===== config.mk =====
export PLATFORM = sky130hd
export DESIGN_NAME = zero_cross_detector_flat
export DESIGN_NICKNAME = d
export VERILOG_FILES = /design/src/rtl/zero_cross_detector_pkg.sv /design/src/rtl/zero_cross_detector_if.sv /design/src/rtl/zero_cross_detector_dc.sv /design/src/rtl/zero_cross_detector.sv /design/src/flat_wrapper.sv
export SDC_FILE = /design/constraint.sdc
export NUM_CORES = 1
export LEC_CHECK = 0
export BUFFER_PORTS_ARGS = -buffer_cell sky130_fd_sc_hd__buf_2
export CAP_MARGIN = 20
export CORE_ASPECT_RATIO = 1.2
export CORE_MARGIN = 5
export CORE_UTILIZATION = 63
export CTS_BUF_LIST = sky130_fd_sc_hd__clkbuf_8
export DETAILED_ROUTE_END_ITERATION = 10
export PLACE_DENSITY = 0.85
export SYNTH_ARGS = -nofsm -noshare
export SYNTH_HDL_FRONTEND = slang
export SYNTH_SLANG_ARGS = --single-unit

===== constraint.sdc =====
create_clock -name clk -period 4.4 [get_ports clk]
set_input_delay 0.66 -clock clk [delete_from_list [all_inputs] [get_ports clk]]
set_output_delay 0.66 -clock clk [all_outputs]
set_load 0.01 [all_outputs]

===== src/rtl/zero_cross_detector_pkg.sv =====
// Shared types and helpers for the tuner front end: sample width, handshake FSM states
// and the saturating narrowing used after DC removal.
package zero_cross_detector_pkg;

    localparam int SAMPLE_W = 24;

    typedef enum logic [1:0] {
        S_WAIT = 2'd0,
        S_ACK  = 2'd1,
        S_PROC = 2'd2
    } state_t;

    localparam logic signed [SAMPLE_W-1:0] SAMPLE_MAX = {1'b0, {(SAMPLE_W-1){1'b1}}};
    localparam logic signed [SAMPLE_W-1:0] SAMPLE_MIN = {1'b1, {(SAMPLE_W-1){1'b0}}};

    // One guard bit is enough: the input is always a difference of two SAMPLE_W values.
    function automatic logic signed [SAMPLE_W-1:0] sat_to_w(input logic signed [SAMPLE_W:0] v);
        if (v[SAMPLE_W] != v[SAMPLE_W-1]) begin
            return v[SAMPLE_W] ? SAMPLE_MIN : SAMPLE_MAX;
        end
        return v[SAMPLE_W-1:0];
    endfunction

endpackage


===== src/rtl/zero_cross_detector_if.sv =====
// Codec FIFO read port: the detector (master) pops samples from the audio codec (slave).
interface zero_cross_detector_if;
    import zero_cross_detector_pkg::*;

    logic                read_ready;
    logic [SAMPLE_W-1:0] readdata_left;
    logic                read;

    modport master (
        input  read_ready,
        input  readdata_left,
        output read
    );

    modport slave (
        output read_ready,
        output readdata_left,
        input  read
    );

endinterface


===== src/rtl/zero_cross_detector_dc.sv =====
// Leaky-integrator DC tracker: acc converges to x * 2^DC_SHIFT, so acc >>> DC_SHIFT is the
// running mean. centred_o is combinational from the current sample and the stored accumulator.
module zero_cross_detector_dc
    import zero_cross_detector_pkg::*;
#(
    parameter int DC_SHIFT = 10
) (
    input  logic                       clk,
    input  logic                       reset,
    input  logic                       update_i,
    input  logic signed [SAMPLE_W-1:0] x_i,
    output logic signed [SAMPLE_W-1:0] centred_o
);

    generate
        if (DC_SHIFT > 0) begin : g_track
            localparam int ACC_W = SAMPLE_W + DC_SHIFT;

            logic signed [ACC_W-1:0]    acc_q;
            logic signed [ACC_W-1:0]    acc_d;
            logic signed [SAMPLE_W-1:0] dc;
            logic signed [SAMPLE_W:0]   diff;

            assign dc        = acc_q[ACC_W-1:DC_SHIFT];
            assign acc_d     = acc_q + ACC_W'(x_i) - ACC_W'(dc);
            assign diff      = (SAMPLE_W+1)'(x_i) - (SAMPLE_W+1)'(dc);
            assign centred_o = sat_to_w(diff);

            always_ff @(posedge clk) begin
                if (reset) begin
                    acc_q <= '0;
                end else if (update_i) begin
                    acc_q <= acc_d;
                end
            end
        end else begin : g_bypass
            logic unused_bypass;
            assign unused_bypass = ^{clk, reset, update_i};
            assign centred_o     = x_i;
        end
    endgenerate

endmodule


===== src/rtl/zero_cross_detector.sv =====
// Tuner front end: pops codec samples, removes DC, derives a hysteretic sign bit and pulses
// once per qualified rising (negative-to-positive) crossing.
module zero_cross_detector
    import zero_cross_detector_pkg::*;
#(
    parameter int HYST     = 16384,
    parameter int DC_SHIFT = 10,
    parameter int MIN_GAP  = 8
) (
    input  logic                  clk,
    input  logic                  reset,
    input  logic                  enable,
    zero_cross_detector_if.master codec,
    output logic                  sample_tick,
    output logic                  sign_out,
    output logic                  cross_pulse,
    output logic [SAMPLE_W-1:0]   centred_sample
);

    localparam int GAP_W = $clog2(MIN_GAP + 1);
    localparam logic signed [SAMPLE_W-1:0] HYST_POS = SAMPLE_W'(HYST);
    localparam logic signed [SAMPLE_W-1:0] HYST_NEG = -HYST_POS;
    localparam logic [GAP_W-1:0]           GAP_MAX  = GAP_W'(MIN_GAP);

    state_t                     state_q;
    logic signed [SAMPLE_W-1:0] sample_q;
    logic signed [SAMPLE_W-1:0] centred_q;
    logic signed [SAMPLE_W-1:0] centred;
    logic                       read_q;
    logic                       tick_q;
    logic                       sign_q;
    logic                       cross_q;
    logic [GAP_W-1:0]           gap_q;

    logic                       process;
    logic                       sign_d;
    logic                       rising;
    logic [GAP_W-1:0]           gap_d;

    // Results are committed on the edge leaving S_ACK so they are visible during S_PROC.
    assign process = (state_q == S_ACK) && enable;

    zero_cross_detector_dc #(
        .DC_SHIFT (DC_SHIFT)
    ) u_dc (
        .clk       (clk),
        .reset     (reset),
        .update_i  (process),
        .x_i       (sample_q),
        .centred_o (centred)
    );

    always_comb begin
        sign_d = sign_q;
        if (centred > HYST_POS) begin
            sign_d = 1'b0;
        end else if (centred < HYST_NEG) begin
            sign_d = 1'b1;
        end
        gap_d  = (gap_q == GAP_MAX) ? gap_q : gap_q + 1'b1;
        rising = sign_q && !sign_d;
    end

    always_ff @(posedge clk) begin
        if (reset) begin
            state_q   <= S_WAIT;
            sample_q  <= '0;
            read_q    <= 1'b0;
            tick_q    <= 1'b0;
            sign_q    <= 1'b0;
            cross_q   <= 1'b0;
            centred_q <= '0;
            gap_q     <= GAP_MAX;
        end else begin
            read_q  <= 1'b0;
            tick_q  <= 1'b0;
            cross_q <= 1'b0;
            case (state_q)
                S_WAIT: begin
                    if (codec.read_ready) begin
                        sample_q <= codec.readdata_left;
                        read_q   <= 1'b1;
                        state_q  <= S_ACK;
                    end
                end
                S_ACK: begin
                    state_q <= S_PROC;
                    if (enable) begin
                        tick_q    <= 1'b1;
                        centred_q <= centred;
                        sign_q    <= sign_d;
                        // A too-early crossing still moves the sign but keeps the gap running.
                        if (rising && (gap_d >= GAP_MAX)) begin
                            cross_q <= 1'b1;
                            gap_q   <= '0;
                        end else begin
                            gap_q   <= gap_d;
                        end
                    end
                end
                S_PROC: state_q <= S_WAIT;
                default: state_q <= S_WAIT;
            endcase
        end
    end

    assign codec.read     = read_q;
    assign sample_tick    = tick_q;
    assign sign_out       = sign_q;
    assign cross_pulse    = cross_q;
    assign centred_sample = centred_q;

endmodule

===== src/flat_wrapper.sv =====
// flat-port wrapper written by rule: the top's interface ports become plain ports
module zero_cross_detector_flat import zero_cross_detector_pkg::*;
#(
    parameter int HYST     = 16384,
    parameter int DC_SHIFT = 10,
    parameter int MIN_GAP  = 8
)
  (clk, reset, enable, sample_tick, sign_out, cross_pulse, centred_sample, codec_read_ready, codec_readdata_left, codec_read);
  zero_cross_detector_if codec_i ();
  input  logic clk;
  input  logic reset;
  input  logic enable;
  output logic sample_tick;
  output logic sign_out;
  output logic cross_pulse;
  output logic [SAMPLE_W-1:0] centred_sample;
  input wire logic [$bits(codec_i.read_ready)-1:0] codec_read_ready;
  input wire logic [$bits(codec_i.readdata_left)-1:0] codec_readdata_left;
  output wire logic [$bits(codec_i.read)-1:0] codec_read;
  assign codec_i.read_ready = codec_read_ready;
  assign codec_i.readdata_left = codec_readdata_left;
  assign codec_read = codec_i.read;
  zero_cross_detector #(.HYST(HYST), .DC_SHIFT(DC_SHIFT), .MIN_GAP(MIN_GAP)) u_core (.clk(clk), .reset(reset), .enable(enable), .codec(codec_i), .sample_tick(sample_tick), .sign_out(sign_out), .cross_pulse(cross_pulse), .centred_sample(centred_sample));
endmodule

==> results by group, run 1 <==
Status
  • Status: complete, no violations

Placed design
  • Port-buffer cells: 55
  • Detail Placement HPWL: 14500 um
  • Post-DP Area: 7990 um2
  • Pre-CTS WS: 0.657 ns
  • GP Congestion: 0.964

CTS
  • CTS tree: built
  • Root buffer cell: clkbuf_8
  • CTS clk-pin slew, worst paths: 0.09 ns
  • Post-CTS Repair Setup Buffers: 0
  • Clk buf depth: 2
  • Post-CTS sizing: 0
  • Post-CTS Hold Buffers: 0
  • Cts bufs inserted: 9
  • Clk Latency, worst-skew pair: 0.39 ns
  • CTS H-tree depth: 3
  • CTS Sinks: 92

Finish
  • Layout overhead on the synthesized area: 6.85%
  • Final instance area: 8170 um2
  • Final #Nets: 1153
  • N_diodes: 0
  • Layout cells sized above 1: 0.0917

Timing
  • Max Clk Rate: 261 MHz
  • Clock Skew: 0.0180 ns
  • Worst setup margin: 0.572 ns
  • Setup violators final: 0
  • Final Hold Fails: 0
  • Worst slew margin: 0.318
  • Worst slew pin tran: 1.02 ns
  • Setup_tns: 0 ns
  • Final period utilization: 0.870
  • Max Slew Vio Count: 0
  • RSZ-0062 raised after global routing: no
  • Tmin final: 3.83 ns

Route
  • DR vias/cell: 5.90
  • Drt pass-1 iters: 6
  • Post-Route WL: 19100 um
  • DRT antenna net count: 0
  • Post-route DRC: 0
  • Wirelength per Cell: 16.0 um
  • Drt initial violations: 553
  • Detailed-route via count: 7067

Power and ir drop
  • Leakage: 3.61 nW
  • Pwr per Cell Area: 448 nW/um2
  • Peak supply drop: 0.174 mV
  • Final Total Pwr: 3.66 mW

Floorplan
  • Die area: 14500 um2
  • Die X-Extent: 111 um
  • Cell Rows: 44
  • Initial Util: 0.637
  • Core area: 12000 um2
  • Die Y: 131 um
  • IO Pins: 56

Synthesis
  • Largest area contributor in the netlist: dfxtp_1
  • Yosys Warn Count: 0
  • Seq/Total Area, Yosys: 0.241
  • Post-synthesis instance total: 1001
  • Area contributors post-synth: dfxtp_1 (24%), ha_1 (9.8%), fa_1 (8.9%)
  • Dominant synthesized flop cell: dfxtp_1
  • Number of synthesized flops with an enable pin: 0
  • Synth async-reset ratio: 0
  • Yosys reg bits: 92
  • Synthesized net count: 1123
  • Synth unique cells: 74
  • Most common cell in the synthesized netlist: inv_1
  • Synth top area share: 0.241
  • Mean Syn Cell Area: 7.64 um2
  • Commonest cells in the netlist: inv_1 (142), a21oi_1 (120), nand2_1 (111)
  • Synth Cell Area: 7650 um2

Global route
  • Aggregate global routing overflow: 0
  • Tot GR Track Use: 0.268
  • First-pass GRT wire length: 31800 um
  • Initial antenna violation count: 0
  • Vias in the first global route: 6589
  • Pin count of the biggest net entering global routing: 58

Worst hold path
  • Worst min path class: flip-flop to flip-flop

Run
  • Max-cap violations: 0

Critical path
  • Most Frequent Cell on Critical Path: o31a_1
  • Arrival time at the worst endpoint: 4.14 ns
  • Slowest cell on crit path: o31a_1
  • Largest fanout on the critical path: 22
  • Worst setup SP type: flip-flop
  • Crit path buf inv count: 1
  • Critical path class: flip-flop to flip-flop
  • CP Capture Type: flip-flop
  • CP top delay family: compound AO/OA/AOI/OAI gates
  • Worst endpoint required time: 4.71 ns
  • Worst path cell trace: inv_1, ha_1, a21oi_2, o221a_2, o21bai_1, a221o_1, o41a_1, o31a_1, o31a_1, o21ai_2, nand3_1, a21oi_1
  • CP max stage delay: 0.54 ns
==> flip-flops by register name, summed over array words and instances (netlist names) <==
| name | count |
|---|---|
| u_core.u_dc.g_track.acc_q | 34 |
| u_core.centred_sample | 24 |
| u_core.sample_q | 24 |
| u_core.gap_q | 4 |
| u_core.state_q | 2 |
| u_core.codec.read | 1 |
| u_core.cross_pulse | 1 |
| u_core.sample_tick | 1 |
| u_core.sign_out | 1 |
==> stage by stage <==
stage	hold slack, ns	utilization	cells
after floorplan	0.427	-	1001
after global placement	0.439	0.665	1181
after detailed placement	0.447	0.665	1181
after CTS	0.460	0.681	1197
after global routing	0.480	0.681	1197
final	0.457	0.681	1197
==> cell type report <==
type,instances,area [um2]
clock inverters,5,35.0
repair buffers,60,313
fillers,1080,3830
clock buffers,11,151
well taps,161,201
flip-flops and latches,92,1840
multi-input cells,726,5100
inverters,142,533
==> cells by family after synthesis <==
kind of cell,Yosys count,share of synthesized area
buffers and inverters,183,0.0929
XOR/XNOR,40,0.0458
AND/OR/NAND/NOR,310,0.193
flip-flops,92,0.241
adder cells (fa/ha/maj),94,0.187
multiplexers,6,0.00802
AO/OA/AOI/OAI,276,0.232
==> layout by cell type, fill, tap and decap left out, drive strengths merged, types with 4 or more instances in the layout <==
master,instances
and2,7
nand4,4
nor2,69
nand2b,8
ha,60
nor3b,8
a211o,4
xor2,13
o31ai,5
dfxtp,92
o31a,4
a21oi,122
inv,143
and3,7
or3,9
o21ai,40
clkbuf,11
xnor2,27
nor2b,8
a211oi,14
mux2i,5
o211ai,7
buf,60
a221o,5
o21bai,8
a21o,21
nand3,19
a31oi,9
nor4,5
fa,34
nand2,111
nor3,40
o21a,12
nand3b,4
==> metal layers <==
layer / GRT usage / part of all wire / up-vias
met2: 0.451 / 0.47 / 243
met5: 0 / 0 / -
li1: - / - / 3473
met4: 0.105 / 0.027 / 0
met1: 0.348 / 0.45 / 3311
met3: 0.0438 / 0.059 / 40
==> worst reg2reg max path, stage by stage, from the launching register on <==
cell      delay [ns]
dfxtp_1         0.39
inv_1           0.12
ha_1            0.52
a21oi_2         0.36
o221a_2         0.26
o21bai_1        0.12
a221o_1         0.34
o41a_1          0.37
o31a_1          0.54
o31a_1          0.25
o21ai_2         0.22
nand3_1         0.10
a21oi_1         0.16
==> final timing paths <==
check,from,to,slack [ns],depth (start not counted)
worst min-delay path,u_core.centred_sample[23],u_core.centred_sample[23],0.46,2
worst max register to register,u_core.u_dc.g_track.acc_q[21],u_core.gap_q[1],0.57,12
worst min register to register,u_core.centred_sample[23],u_core.centred_sample[23],0.46,2
worst max-delay path,u_core.u_dc.g_track.acc_q[21],u_core.gap_q[1],0.57,12
==> where the power goes <==
| group | internal (mW) | switching, mW | total (mW) |
|---|---|---|---|
| Sequential | 0.892 | 0.0511 | 0.943 |
| Combinational | 0.898 | 1.26 | 2.16 |
| Clock | 0.238 | 0.323 | 0.560 |
No activity file was read; power rests on OpenSTA's default activity.
==> run 2, diff against run 1 <==
Settings changed: CORE_ASPECT_RATIO 1.2 to 0.75, CORE_UTILIZATION 63 to 50, CTS_CLUSTER_SIZE from default to 14, PLACE_DENSITY 0.85 to 0.7.
==> results by group, run 2 (synthesis results as in run 1) <==
Status
  • Status: complete, no violations

Route
  • DRT antenna net count: 0 (unchanged)
  • Metal2 WL: 8410 um (-6.1%)
  • DRT met1 WL: 9730 um (+14%)
  • Wire length on met3: 1150 um (+3.0%)
  • Drt pass-1 iters: 5 (-1)
  • Detailed-route via count: 6903 (-2.3%)
  • Post-route DRC: 0 (unchanged)
  • Drt initial violations: 552 (-0.18%)
  • Top Layer Used: met4
  • Wirelength per Cell: 15.8 um (-1.0%)
  • Post-Route WL: 19600 um (+2.6%)
  • DR vias/cell: 5.56 (-5.8%)

Timing
  • RSZ-0062 raised after global routing: no
  • Clock Skew: 0.00904 ns (-0.00899 ns)
  • Final Hold Fails: 0 (unchanged)
  • Max Slew Vio Count: 0 (unchanged)
  • Tmin final: 3.88 ns (+0.0532 ns)
  • Setup_tns: 0 ns (unchanged)
  • Hold_ws: 0.458 ns (+0.000971 ns)
  • Setup violators final: 0 (unchanged)
  • Worst slew margin: 0.330 (+0.0119)
  • Worst slew pin tran: 1.00 ns (-0.0153 ns)
  • Max Clk Rate: 258 MHz (-1.4%)
  • Worst setup margin: 0.519 ns (-0.0532 ns)
  • Final period utilization: 0.882 (+0.0121)

Worst hold path
  • Hold EP: u_core.u_dc.g_track.acc_q[4]
  • Min-delay src: u_core.u_dc.g_track.acc_q[4]
  • Worst min path class: flip-flop to flip-flop
  • Hold Crit Depth: 2 (unchanged)

Critical path
  • Worst endpoint required time: 4.69 ns (-0.02 ns)
  • CP Capture Type: flip-flop
  • Largest fanout on the critical path: 22 (unchanged)
  • Worst setup SP type: flip-flop
  • Reg-to-Reg End: u_core.sign_out
  • Arrival time at the worst endpoint: 4.18 ns (+0.04 ns)
  • RR Startpoint: u_core.u_dc.g_track.acc_q[10]
  • Critical path class: flip-flop to flip-flop
  • Cell depth of the worst flop-to-flop path: 13 (+1)
  • R2R setup slack: 0.52 ns (-0.05 ns)

CTS
  • Root buffer cell: clkbuf_8
  • Post-CTS Hold Buffers: 0 (unchanged)
  • Post-CTS sizing: 0 (unchanged)
  • CTS tree: built
  • Clk buf depth: 2 (unchanged)
  • CTS Sinks: 92 (unchanged)
  • CTS clk-pin slew, worst paths: 0.10 ns (about the same)
  • Post-CTS Repair Setup Buffers: 0 (unchanged)
  • Cts bufs inserted: 9 (unchanged)
  • Clk Latency, worst-skew pair: 0.38 ns (about the same)
  • CTS H-tree depth: 3 (unchanged)

Power and ir drop
  • Peak supply drop: 0.180 mV (+3.4%)
  • Leakage: 3.62 nW (+0.26%)
  • Pwr per Cell Area: 450 nW/um2 (+0.45%)
  • Sw Pwr: 1.66 mW (+1.5%)
  • Switch share: 0.446 (about the same)
  • Int Pwr: 2.06 mW (+1.5%)
  • Final Total Pwr: 3.72 mW (+1.5%)
  • Register share of total power: 0.254 (-0.003)
  • Comb pwr share: 0.584 (-0.006)
  • Clock Power Share: 0.162 (+0.009)

Global route
  • Initial antenna violation count: 0 (unchanged)
  • Aggregate global routing overflow: 0 (unchanged)
  • Vias in the first global route: 6408 (-2.7%)
  • Pin count of the biggest net entering global routing: 59 (+1.7%)
  • First-pass GRT wire length: 32600 um (+2.6%)
  • Tot GR Track Use: 0.224 (-0.0442)

Finish
  • Final instance area: 8260 um2 (+1.0%)
  • Final #Nets: 1154 (+0.087%)
  • Most frequent cells in the layout: inv_1 (142), a21oi_1 (120), nand2_1 (111)
  • Most flops, register: u_core.u_dc.g_track.acc_q
  • Commonest non-fill, non-tap cell in the layout: inv_1
  • Non-filler instance count after layout: 1241 (+3.7%)
  • Layout overhead on the synthesized area: 7.93%
  • Layout cells sized above 1: 0.0917 (unchanged)
  • Final Util: 0.546 (-0.135)
  • N_diodes: 0 (unchanged)
  • Max FFs per register: 34 (unchanged)

Placed design
  • Placed insts: 1225 (+3.7%)
  • GP Congestion: 0.991 (+2.8%)
  • Pre-CTS WS: 0.624 ns (-0.0339 ns)
  • Detail Placement HPWL: 15200 um (+4.6%)
  • Port-buffer cells: 55 (unchanged)
  • Post-DP Area: 8040 um2 (+0.72%)

Floorplan
  • Core area: 15100 um2 (+26%)
  • Initial Util: 0.506 (-0.132)
  • Die Y: 117 um (-10%)
  • Die area: 17900 um2 (+24%)
  • IO Pins: 56 (unchanged)
  • Die X-Extent: 153 um (+38%)
  • Cell Rows: 39 (-11%)

Run
  • Max-cap violations: 0 (unchanged)
-- run 2: changes by cell type in the layout (fill, tap and decap cells not counted), sizes merged --
cell	change
buf	+1
bufinv	+1
clkbuf	-2
clkinv	-1
inv	+1
-- run 2: worst max-delay path by stage --
stage                                        from                            end  slack (ns)
finish              u_core.u_dc.g_track.acc_q[10]                u_core.sign_out        0.52
global route        u_core.u_dc.g_track.acc_q[10]                u_core.gap_q[1]        0.31
CTS                 u_core.u_dc.g_track.acc_q[10]                u_core.gap_q[2]        0.60
detailed placement  u_core.u_dc.g_track.acc_q[10]                u_core.gap_q[2]        0.62
global placement    u_core.u_dc.g_track.acc_q[21]                u_core.sign_out        0.74
floorplan                      u_core.sample_q[1]  u_core.u_dc.g_track.acc_q[30]        1.11
-- run 2: metal layers --
metal | up-vias | global-route usage
met5 | - | 0
met4 | 0 | 0.0593
met3 | 29 | 0.0434
met2 | 190 | 0.347
met1 | 3213 | 0.322
li1 | 3471 | -
-- run 2: critical path: stages, from the launching register on --
cell	delay, ns
dfxtp_1	0.41
ha_1	0.20
inv_1	0.06
fa_1	0.42
a211oi_1	0.33
o21ai_1	0.21
and4_1	0.22
a221o_1	0.30
o41a_1	0.39
o31a_1	0.56
o31a_1	0.26
o21ai_1	0.13
nand2_1	0.08
a221oi_2	0.22
-- run 2: layout make-up --
class,instances,area [um2]
fillers,1467,6870
multi-input cells,726,5100
well taps,205,256
repair buffers,61,330
flip-flops and latches,92,1840
clock buffers,9,124
inverters,142,533
clock inverters,6,72.6
-- run 2: power by group through the flow --
stage / sequential [mW] / combinational (mW) / clock [mW]
final: 0.944 / 2.17 / 0.600
after detailed placement: 0.963 / 2.13 / 0
after global placement: 0.961 / 2.11 / 0
after global routing: 0.952 / 2.43 / 0.649
after floorplan: 0.955 / 1.70 / 0
after CTS: 0.944 / 2.14 / 0.617
==> run 3, diff against run 2 <==
Settings changed: REMOVE_ABC_BUFFERS from default to 1.
==> results by group, run 3 (synthesis results as in run 1) <==
Status
  • Status: complete, no violations

Placed design
  • Port-buffer cells: 55 (unchanged)
  • Detail Placement HPWL: 15000 um (-1.6%)
  • Post-DP Area: 8060 um2 (+0.19%)
  • GP Congestion: 0.912 (-8.1%)

Route
  • Detailed-route via count: 6821 (-1.2%)
  • Post-route DRC: 0 (unchanged)
  • DRT antenna net count: 0 (unchanged)
  • Wirelength per Cell: 15.6 um (-1.1%)
  • DR vias/cell: 5.49 (-1.3%)
  • Drt pass-1 iters: 5 (unchanged)
  • Post-Route WL: 19400 um (-1.1%)
  • Drt initial violations: 580 (+5.1%)

Power and ir drop
  • Peak supply drop: 0.158 mV (-12%)
  • Final Total Pwr: 3.69 mW (-0.73%)
  • Switch share: 0.446 (-0.000637)
  • Comb pwr share: 0.587 (+0.003)
  • Leakage: 3.62 nW (about the same)
  • Clock Power Share: 0.157 (-0.005)
  • Pwr per Cell Area: 447 nW/um2 (-0.57%)
  • Register share of total power: 0.255 (about the same)
  • Int Pwr: 2.04 mW (-0.62%)
  • Sw Pwr: 1.64 mW (-0.88%)

Critical path
  • Crit. Startpoint: u_core.u_dc.g_track.acc_q[10]
  • CP Capture Type: flip-flop
  • Critical path class: flip-flop to flip-flop
  • Largest fanout on the critical path: 22 (unchanged)
  • Worst setup SP type: flip-flop
  • Arrival time at the worst endpoint: 4.13 ns (-0.05 ns)
  • Worst endpoint required time: 4.73 ns (+0.04 ns)
  • RR Startpoint: u_core.u_dc.g_track.acc_q[10]

CTS
  • CTS H-tree depth: 3 (unchanged)
  • CTS clk-pin slew, worst paths: 0.11 ns (about the same)
  • CTS Sinks: 92 (unchanged)
  • Post-CTS Hold Buffers: 0 (unchanged)
  • Clk buf depth: 2 (unchanged)
  • Post-CTS sizing: 0 (unchanged)
  • Post-CTS Repair Setup Buffers: 0 (unchanged)
  • Cts bufs inserted: 9 (unchanged)
  • Clk Latency, worst-skew pair: 0.39 ns (about the same)
  • CTS tree: built
  • Root buffer cell: clkbuf_8

Timing
  • Max Clk Rate: 263 MHz (+2.1%)
  • Clock Skew: 0.0210 ns (+0.0119 ns)
  • Max Slew Vio Count: 0 (unchanged)
  • Final period utilization: 0.864 (-0.0181)
  • Setup violators final: 0 (unchanged)
  • Setup_tns: 0 ns (unchanged)
  • Tmin final: 3.80 ns (-0.0798 ns)
  • Final Hold Fails: 0 (unchanged)
  • Worst slew margin: 0.318 (-0.0125)
  • RSZ-0062 raised after global routing: no
  • Worst slew pin tran: 1.02 ns (+0.0163 ns)

Worst hold path
  • Min-delay src: u_core.centred_sample[22]
  • Worst min path class: flip-flop to flip-flop

Finish
  • Layout cells sized above 1: 0.0906 (-0.00105)
  • Most flops, register: u_core.u_dc.g_track.acc_q
  • Layout overhead on the synthesized area: 7.75%
  • Final instance area: 8240 um2 (-0.17%)
  • Commonest non-fill, non-tap cell in the layout: inv_1
  • Fillers: 1474 (+0.48%)
  • Sequential cell area: 1840 um2 (unchanged)
  • Most frequent cells in the layout: inv_1 (144), a21oi_1 (120), nand2_1 (111)
  • Multi-input logic area: 5100 um2 (unchanged)
  • N_diodes: 0 (unchanged)
  • Final #Nets: 1155 (+0.087%)
  • Max FFs per register: 34 (unchanged)

Global route
  • First-pass GRT wire length: 32000 um (-1.8%)
  • Pin count of the biggest net entering global routing: 57 (-3.4%)
  • Tot GR Track Use: 0.220 (-0.00374)
  • Aggregate global routing overflow: 0 (unchanged)
  • Initial antenna violation count: 0 (unchanged)
  • Vias in the first global route: 6133 (-4.3%)

Floorplan
  • Cell Rows: 39 (unchanged)
  • IO Pins: 56 (unchanged)
  • Die Y: 117 um (unchanged)
  • Die X-Extent: 153 um (unchanged)
  • Core area: 15100 um2 (unchanged)
  • Die area: 17900 um2 (unchanged)
  • Initial Util: 0.506 (unchanged)

Run
  • Max-cap violations: 0 (unchanged)
[run 3: final timing paths]
path                            depth (start not counted)  slack, ns                         to
worst min register to register                          2       0.45  u_core.centred_sample[22]
worst min-delay path                                    2       0.45  u_core.centred_sample[22]
worst max register to register                         13       0.60            u_core.gap_q[2]
worst max-delay path                                   13       0.60            u_core.gap_q[2]
[run 3: worst max-delay path, cell delays in order, from the launching register on]
cell      delay, ns
dfxtp_1        0.40
ha_1           0.18
inv_1          0.05
fa_1           0.42
a211oi_1       0.33
o21ai_1        0.18
and4_1         0.22
a221o_1        0.30
o41a_1         0.38
o31a_1         0.55
o31a_1         0.25
o21ai_2        0.22
o21ai_1        0.11
a21oi_1        0.15
[run 3: per-layer routing]
layer / global-route usage / wire length (um) / vias to the layer above
met4: 0.0522 / 241 / 0
li1: - / - / 3474
met5: 0 / 0 / -
met3: 0.0415 / 1130 / 22
met2: 0.320 / 7870 / 216
met1: 0.336 / 10100 / 3109
[run 3: area by class of cell]
class | count | area share
well taps | 205 | 0.0311
clock inverters | 6 | 0.00714
inverters | 142 | 0.0647
clock buffers | 9 | 0.0150
repair buffers | 62 | 0.0401
flip-flops and latches | 92 | 0.223
multi-input cells | 726 | 0.618
[run 3: metrics by stage]
step / setup WS (ns) / utilization / hold WS [ns] / cells
final: 0.599 / 0.545 / 0.455 / 1242
after detailed placement: 0.641 / 0.533 / 0.447 / 1227
after global routing: 0.259 / 0.545 / 0.487 / 1242
after CTS: 0.619 / 0.545 / 0.458 / 1242
after floorplan: 1.06 / - / 0.423 / 960
after global placement: 0.666 / 0.533 / 0.443 / 1227
[run 3: power groups by stage]
stage	Clock (mW)	Sequential (mW)	Combinational, mW
floorplan	0	0.955	1.68
global placement	0	0.961	2.10
detailed placement	0	0.963	2.11
CTS	0.594	0.943	2.13
global route	0.630	0.952	2.42
finish	0.580	0.942	2.17
